$ cat src/rtl/rr_lock_arbiter_if.sv
// rr_lock_arbiter_if: request/grant bundle between N requesting agents
// (master side) and the round-robin lock arbiter (slave side).
`timescale 1ns/1ps

interface rr_lock_arbiter_if #(
   parameter int N = 4
) ();
   localparam int IDW = $clog2(N);

   logic [N-1:0]   req;        // level request per agent
   logic [N-1:0]   done;       // release strobe per agent
   logic [N-1:0]   gnt;        // one-hot grant, zero when unowned
   logic           gnt_valid;  // |gnt
   logic [IDW-1:0] gnt_id;     // owner index, 0 when unowned
   logic           expired;    // owner was force-released by timeout

   modport master (
      output req,
      output done,
      input  gnt,
      input  gnt_valid,
      input  gnt_id,
      input  expired
   );

   modport slave (
      input  req,
      input  done,
      output gnt,
      output gnt_valid,
      output gnt_id,
      output expired
   );
endinterface

$ cat src/rtl/rr_lock_arbiter.sv
// rr_lock_arbiter: N-way round-robin arbiter with grant locking.
// A winner owns the resource until it strobes done or drops its request;
// every hand-over passes through one GAP cycle and one IDLE decision edge,
// so gnt is low for two cycles between owners. Requests are registered once
// (req_q) before arbitration, giving a two-edge request-to-grant latency.
// Optional build macro RRLA_TIMEOUT_EN adds a forced release after MAXHOLD
// owned cycles, flagged by a one-cycle expired pulse.
`timescale 1ns/1ps

module rr_lock_arbiter #(
   parameter int N       = 4,   // requesters, 2..16
   parameter int MAXHOLD = 8    // owned cycles before forced release, 1..255
) (
   input  logic                  clock,
   input  logic                  reset_n,
   rr_lock_arbiter_if.slave      bus
);

   localparam int IDW = $clog2(N);

   typedef enum logic [1:0] {
      IDLE = 2'd0,
      OWN  = 2'd1,
      GAP  = 2'd2
   } state_t;

   state_t         state;
   logic [N-1:0]   req_q;       // registered requests, the only arbitration input
   logic [IDW-1:0] ptr;         // highest-priority index for the next decision
   logic [7:0]     hold_cnt;    // cycles the current owner has held, saturating
   logic [N-1:0]   gnt_r;
   logic           gnt_valid_r;
   logic [IDW-1:0] gnt_id_r;

   // Round-robin decision
   logic           pick_found;
   logic [IDW-1:0] pick_id;
   logic [IDW-1:0] scan_idx;
   logic [IDW-1:0] next_ptr;
   logic [N-1:0]   pick_vec;

   // Owner status
   logic           owner_release;
   logic           timeout_hit;

   // Rotating priority scan over req_q starting at ptr; iterating from the
   // farthest slot back to ptr lets the closest set bit overwrite the others.
   always_comb begin
      // NOTE: every always_comb output gets a default before any branch so no latch is inferred.
      pick_found = 1'b0;
      pick_id    = '0;
      scan_idx   = '0;
      for (int k = N - 1; k >= 0; k--) begin
         scan_idx = IDW'((int'(ptr) + k) % N);
         if (req_q[scan_idx]) begin
            pick_found = 1'b1;
            pick_id    = scan_idx;
         end
      end
   end

   // Grant vector and pointer successor for the selected winner.
   always_comb begin
      pick_vec          = '0;
      pick_vec[pick_id] = 1'b1;
      next_ptr          = (pick_id == IDW'(N - 1)) ? '0 : pick_id + 1'b1;
   end

   // Release is honoured only from the current owner; foreign done is ignored.
   assign owner_release = bus.done[gnt_id_r] | ~req_q[gnt_id_r];

`ifdef RRLA_TIMEOUT_EN
   localparam logic [7:0] HOLD_LAST = 8'(MAXHOLD - 1);
   logic expired_r;

   assign timeout_hit = (hold_cnt == HOLD_LAST);
`else
   assign timeout_hit = 1'b0;
`endif

   // Arbitration FSM with registered grant outputs.
   always_ff @(posedge clock or negedge reset_n) begin
      if (!reset_n) begin
         state       <= IDLE;
         req_q       <= '0;
         ptr         <= '0;
         hold_cnt    <= '0;
         gnt_r       <= '0;
         gnt_valid_r <= 1'b0;
         gnt_id_r    <= '0;
`ifdef RRLA_TIMEOUT_EN
         expired_r   <= 1'b0;
`endif
      end else begin
         // NOTE: state is updated with <= so every branch reads the pre-edge values.
         req_q <= bus.req;
`ifdef RRLA_TIMEOUT_EN
         expired_r <= 1'b0;
`endif
         case (state)
            IDLE: begin
               if (pick_found) begin
                  gnt_r       <= pick_vec;
                  gnt_valid_r <= 1'b1;
                  gnt_id_r    <= pick_id;
                  ptr         <= next_ptr;
                  hold_cnt    <= '0;
                  state       <= OWN;
               end
            end

            OWN: begin
               if (owner_release || timeout_hit) begin
                  gnt_r       <= '0;
                  gnt_valid_r <= 1'b0;
                  gnt_id_r    <= '0;
                  state       <= GAP;
`ifdef RRLA_TIMEOUT_EN
                  // A voluntary release on the limit edge is not an expiry.
                  expired_r   <= ~owner_release;
`endif
               end else if (hold_cnt != 8'hFF) begin
                  hold_cnt <= hold_cnt + 8'd1;
               end
            end

            GAP: begin
               state <= IDLE;
            end

            default: begin
               state <= IDLE;
            end
         endcase
      end
   end

   assign bus.gnt       = gnt_r;
   assign bus.gnt_valid = gnt_valid_r;
   assign bus.gnt_id    = gnt_id_r;
`ifdef RRLA_TIMEOUT_EN
   assign bus.expired   = expired_r;
`else
   assign bus.expired   = 1'b0;
`endif

endmodule

$ cat src/flat_wrapper.sv
// flat-port wrapper written by rule: the top's interface ports become plain ports
module rr_lock_arbiter_flat 
#(
   parameter int N       = 4,                       
   parameter int MAXHOLD = 8                                                 
)
  (clock, reset_n, bus_req, bus_done, bus_gnt, bus_gnt_valid, bus_gnt_id, bus_expired);
  rr_lock_arbiter_if #(.N(N)) bus_i ();
  input  logic clock;
  input  logic reset_n;
  input wire logic [$bits(bus_i.req)-1:0] bus_req;
  input wire logic [$bits(bus_i.done)-1:0] bus_done;
  output wire logic [$bits(bus_i.gnt)-1:0] bus_gnt;
  output wire logic [$bits(bus_i.gnt_valid)-1:0] bus_gnt_valid;
  output wire logic [$bits(bus_i.gnt_id)-1:0] bus_gnt_id;
  output wire logic [$bits(bus_i.expired)-1:0] bus_expired;
  assign bus_i.req = bus_req;
  assign bus_i.done = bus_done;
  assign bus_gnt = bus_i.gnt;
  assign bus_gnt_valid = bus_i.gnt_valid;
  assign bus_gnt_id = bus_i.gnt_id;
  assign bus_expired = bus_i.expired;
  rr_lock_arbiter #(.N(N), .MAXHOLD(MAXHOLD)) u_core (.clock(clock), .reset_n(reset_n), .bus(bus_i));
endmodule
$ cat config.mk
export PLATFORM = sky130hd
export DESIGN_NAME = rr_lock_arbiter_flat
export DESIGN_NICKNAME = d
export VERILOG_FILES = /design/src/rtl/rr_lock_arbiter_if.sv /design/src/rtl/rr_lock_arbiter.sv /design/src/flat_wrapper.sv
export SDC_FILE = /design/constraint.sdc
export NUM_CORES = 1
export LEC_CHECK = 0
export BUFFER_PORTS_ARGS = -buffer_cell sky130_fd_sc_hd__buf_2
export CAP_MARGIN = 10
export CORE_AREA = 10 10 47 49
export CTS_BUF_LIST = sky130_fd_sc_hd__clkbuf_2
export DETAILED_ROUTE_END_ITERATION = 8
export DIE_AREA = 0 0 57 59
export GPL_TIMING_DRIVEN = 0
export PLACE_DENSITY = 0.8
export SLEW_MARGIN = 20
export SYNTH_ARGS = -nofsm -noshare
export SYNTH_HDL_FRONTEND = slang
export SYNTH_SLANG_ARGS = --single-unit
$ cat constraint.sdc
create_clock -name clock -period 3.6 [get_ports clock]
set_input_delay 0.36 -clock clock [delete_from_list [all_inputs] [get_ports clock]]
set_output_delay 0.36 -clock clock [all_outputs]
set_load 0.02 [all_outputs]
==> tab_implementation.tex <==
\begin{tabular}{lr}
\hline
Metric & Value \\
\hline
\multicolumn{2}{l}{\textbf{Logic synthesis}} \\
Most frequent cell after synthesis & sky130\_fd\_sc\_hd\_\_dfrtp\_1 \\
Synth cell count leaders & 15 x sky130\_fd\_sc\_hd\_\_dfrtp\_1, 6 x sky130\_fd\_sc\_hd\_\_a22o\_1 \\
Warnings, synthesis & 0 \\
Post-synthesis instance area & 703 sq um \\
Cells after synthesis & 57 \\
Share of flip-flops with an asynchronous set or reset & 100\% \\
Fraction of the yosys area taken by sequential cells & 53.4\% \\
Area share of the largest cell type after synthesis & 53.4\% \\
Mean instance size in the synthesized netlist & 12.3 sq um \\
Post-synth top area cell & sky130\_fd\_sc\_hd\_\_dfrtp\_1 \\
Syn\_nets & 71 \\
Count of cell types in the netlist & 22 \\
Flip-flop and latch count after synthesis & 15 \\
Most area-consuming cells after synthesis & sky130\_fd\_sc\_hd\_\_dfrtp\_1 53\%, sky130\_fd\_sc\_hd\_\_a22o\_1 7.5\%, sky130\_fd\_sc\_hd\_\_ha\_1 7.1\%, sky130\_fd\_sc\_hd\_\_nand2b\_1 3.6\%, sky130\_fd\_sc\_hd\_\_nor2b\_1 3.6\% \\
Flip-flop cell with the highest count after synthesis & sky130\_fd\_sc\_hd\_\_dfrtp\_1 \\
Number of enable flip-flop cells after synthesis & 0 \\
\multicolumn{2}{l}{\textbf{Final layout}} \\
Share of cells above drive strength 1 & 33.3\% \\
Layout fillers & 115 \\
Area added between synthesis and finish & 18.5\% \\
Count of inserted antenna diode cells & 0 \\
Number of nets in the layout & 93 \\
Final Cell Area & 833 sq um \\
\multicolumn{2}{l}{\textbf{Clocking}} \\
Clock tree root driver cell & sky130\_fd\_sc\_hd\_\_clkbuf\_2 \\
TritonCTS clock tree & built \\
Clock slew at reported path FFs & 0.13 ns \\
Maximum count of clock buffers along a single path & 2 \\
Clock network latency to the later pin of the worst-skew pair & 0.28 ns \\
Maximum level of the CTS H-tree & 1 \\
Number of clock sinks & 15 \\
Number of buffers inserted during clock tree synthesis & 3 \\
\multicolumn{2}{l}{\textbf{Timing}} \\
Final count of hold timing violations & 0 \\
Least-Margin Pin Slew & 0.598 ns \\
Setup Viol. Count Final & 0 \\
RSZ-0062 raised after global routing & no \\
Maximum clock frequency & 0.578 GHz \\
Crit share post-route & 48.1\% \\
Worst slew margin relative to its limit & 59.9\% \\
Worst setup skew after layout & 0.00522 ns \\
Final slew viol count & 0 \\
Time the final worst path needs with I/O delays and setup & 1.73 ns \\
Final sum of negative setup slack & 0 ns \\
Worst hold slack after final layout & 0.173 ns \\
\multicolumn{2}{l}{\textbf{Worst setup path}} \\
Critical Path Fanout Max & 4 \\
Reg2Reg Capture Point & u\_core.ptr[1]\$\_DFFE\_PN0P\_ \\
Worst Setup Path Type & register to register \\
Endpoint arrival time on the critical path & 1.91 ns \\
Worst R2R Path Depth & 5 \\
Beginning of the worst register-to-register path & u\_core.req\_q[2]\$\_DFF\_PN0\_ \\
Required time reported for the critical path endpoint & 3.78 ns \\
Critical Path Source Type & register \\
Launch point of the critical path & u\_core.req\_q[2]\$\_DFF\_PN0\_ \\
Critical Path Sink Type & register \\
Register-to-register setup slack & 1.87 ns \\
\multicolumn{2}{l}{\textbf{Worst hold path}} \\
Worst Hold Depth & 1 \\
Hold Crit Endpoint & u\_core.req\_q[0]\$\_DFF\_PN0\_ \\
Class of the worst hold path & input port to register \\
Hold path startpoint & bus\_req[0] \\
\multicolumn{2}{l}{\textbf{Placement}} \\
Number of buffers inserted by port buffering & 16 \\
Detailed placer's ending HPWL & 1100 um \\
Placer Congestion & 0.707 \\
Placement Cell Area & 803 sq um \\
\multicolumn{2}{l}{\textbf{Floorplanning}} \\
Die Footprint & 3360 sq um \\
Ports & 18 \\
Number of placement rows & 14 \\
Initial Utilization & 50.2\% \\
Die X-Extent & 57 um \\
Height of the die & 59 um \\
Core area & 1400 sq um \\
\multicolumn{2}{l}{\textbf{GRT}} \\
Via count of the first global-routing pass & 523 \\
Total congestion overflow after global routing & 0 \\
Initial antenna violation count & 0 \\
Overall Global Routing Usage & 8.60\% \\
Maximum number of pins on one net before global-route repair & 16 \\
Global-route wire length before repair & 2320 um \\
\multicolumn{2}{l}{\textbf{Drt}} \\
ANT nets after route & 0 \\
Detail-routed via count per cell & 5.39 \\
Routed wirelength normalized by instance count & 15.0 um \\
Detailed Routing Iterations Pass 1 & 3 \\
Routed WL & 1410 um \\
Initial DRC count & 6 \\
Post-detailed-route DRC marker count & 0 \\
Via count & 507 \\
\multicolumn{2}{l}{\textbf{Power and ir drop}} \\
Peak VDD IR & 491 uV \\
Cell leakage power & 0.000421 uW \\
Power density of the placed cells & 757 nW/um\^{}2 \\
\multicolumn{2}{l}{\textbf{Flow run}} \\
Max-cap viol count & 0 \\
\multicolumn{2}{l}{\textbf{Run status}} \\
Outcome & finished, final reports clean \\
\hline
\end{tabular}
==> state kept, by name, summed over array words and instances, names as in the netlist <==
name and cells:
u_core.state 2, u_core.bus.gnt_valid 1, u_core.req_q 4, u_core.bus.gnt_id 2, u_core.ptr 2, u_core.bus.gnt 4
==> power by group <==
group          switching [uW]  total (uW)  internal [uW]
sequential               43.2         267            224
clock                    50.7        80.2           29.4
combinational             156         283            127
total                     250         630            381
==> worst max path at each step <==
stage / end / slack [ns] / depth (start not counted)
2_1_floorplan: u_core.ptr[1]$_DFFE_PN0P_ / 2.01 / 5
3_3_place_gp: u_core.ptr[1]$_DFFE_PN0P_ / 1.92 / 5
3_5_place_dp: u_core.ptr[1]$_DFFE_PN0P_ / 1.89 / 5
4_1_cts: u_core.ptr[1]$_DFFE_PN0P_ / 1.88 / 5
5_1_grt: u_core.bus.gnt[1]$_DFFE_PN0P_ / 1.79 / 6
6_report: u_core.ptr[1]$_DFFE_PN0P_ / 1.87 / 5
==> routing by layer <==
| layer | part of all wire [%] | global-route usage (%) |
|---|---|---|
| met1 | 40 | 9.29 |
| met3 | 10 | 5.15 |
| met5 | 0 | 0 |
| met2 | 48 | 13.5 |
| met4 | 1.1 | 3.36 |
==> cell usage in the layout (no fill, tap or decap), types with 2 or more instances in the layout <==
master / synthesis / routed
sky130_fd_sc_hd__a22o_1: 6 / 6
sky130_fd_sc_hd__nor2b_1: 4 / 4
sky130_fd_sc_hd__clkbuf_2: 0 / 4
sky130_fd_sc_hd__a21oi_1: 2 / 2
sky130_fd_sc_hd__nor2_1: 4 / 4
sky130_fd_sc_hd__inv_1: 3 / 3
sky130_fd_sc_hd__buf_2: 0 / 16
sky130_fd_sc_hd__ha_1: 4 / 4
sky130_fd_sc_hd__dfrtp_1: 15 / 15
sky130_fd_sc_hd__nand2b_1: 4 / 4
sky130_fd_sc_hd__nor4_1: 2 / 2
==> timing repair <==
item                                   in CTS  in global routing
endpoints found under the hold margin      15                  0
hold buffers                                1                  0
resized for setup                           0                  0
buffers inserted                            0                  0
==> area by class of cell <==
cell class              count  area (sq um)  area share, %
plain buffers               1          7.51          0.901
multi-input cells          38           309           37.1
repair buffers             17          90.1           10.8
inverters                   3          11.3           1.35
well taps                  16          20.0           2.40
clock buffers               4          20.0           2.40
flip-flops and latches     15           375           45.0
==> through the flow <==
step                      util [%]  worst slack [ns]  total power, uW  instances
after global routing          59.5              1.79              683         94
final                         59.5              1.87              630         94
after CTS                     59.5              1.88              639         94
after floorplan                  -              2.01              475         57
after global placement        57.3              1.92              546         89
after detailed placement      57.3              1.89              558         89
==> cell families (layout without fill, tap and decap cells) <==
group                    count (synthesis)  count (layout)  share of synthesized area [%]
AND/OR/NAND/NOR                         18              18                           15.1
flip-flops                              15              15                           53.4
AO/OA/AOI/OAI                           13              13                           16.4
adder cells (fa/ha/maj)                  4               4                           7.12
buffers and inverters                    4              25                           2.67
multiplexers                             2               2                           4.80
other                                    1               1                          0.533
==> worst max-delay path, cell delays in order, from the launching register on <==
cell                       delay (ns)
sky130_fd_sc_hd__dfrtp_1         0.44
sky130_fd_sc_hd__nor2b_1         0.16
sky130_fd_sc_hd__a21boi_0        0.13
sky130_fd_sc_hd__o32a_1          0.36
sky130_fd_sc_hd__ha_1            0.29
sky130_fd_sc_hd__mux2_2          0.26
Power figures use the tool's default switching activity.
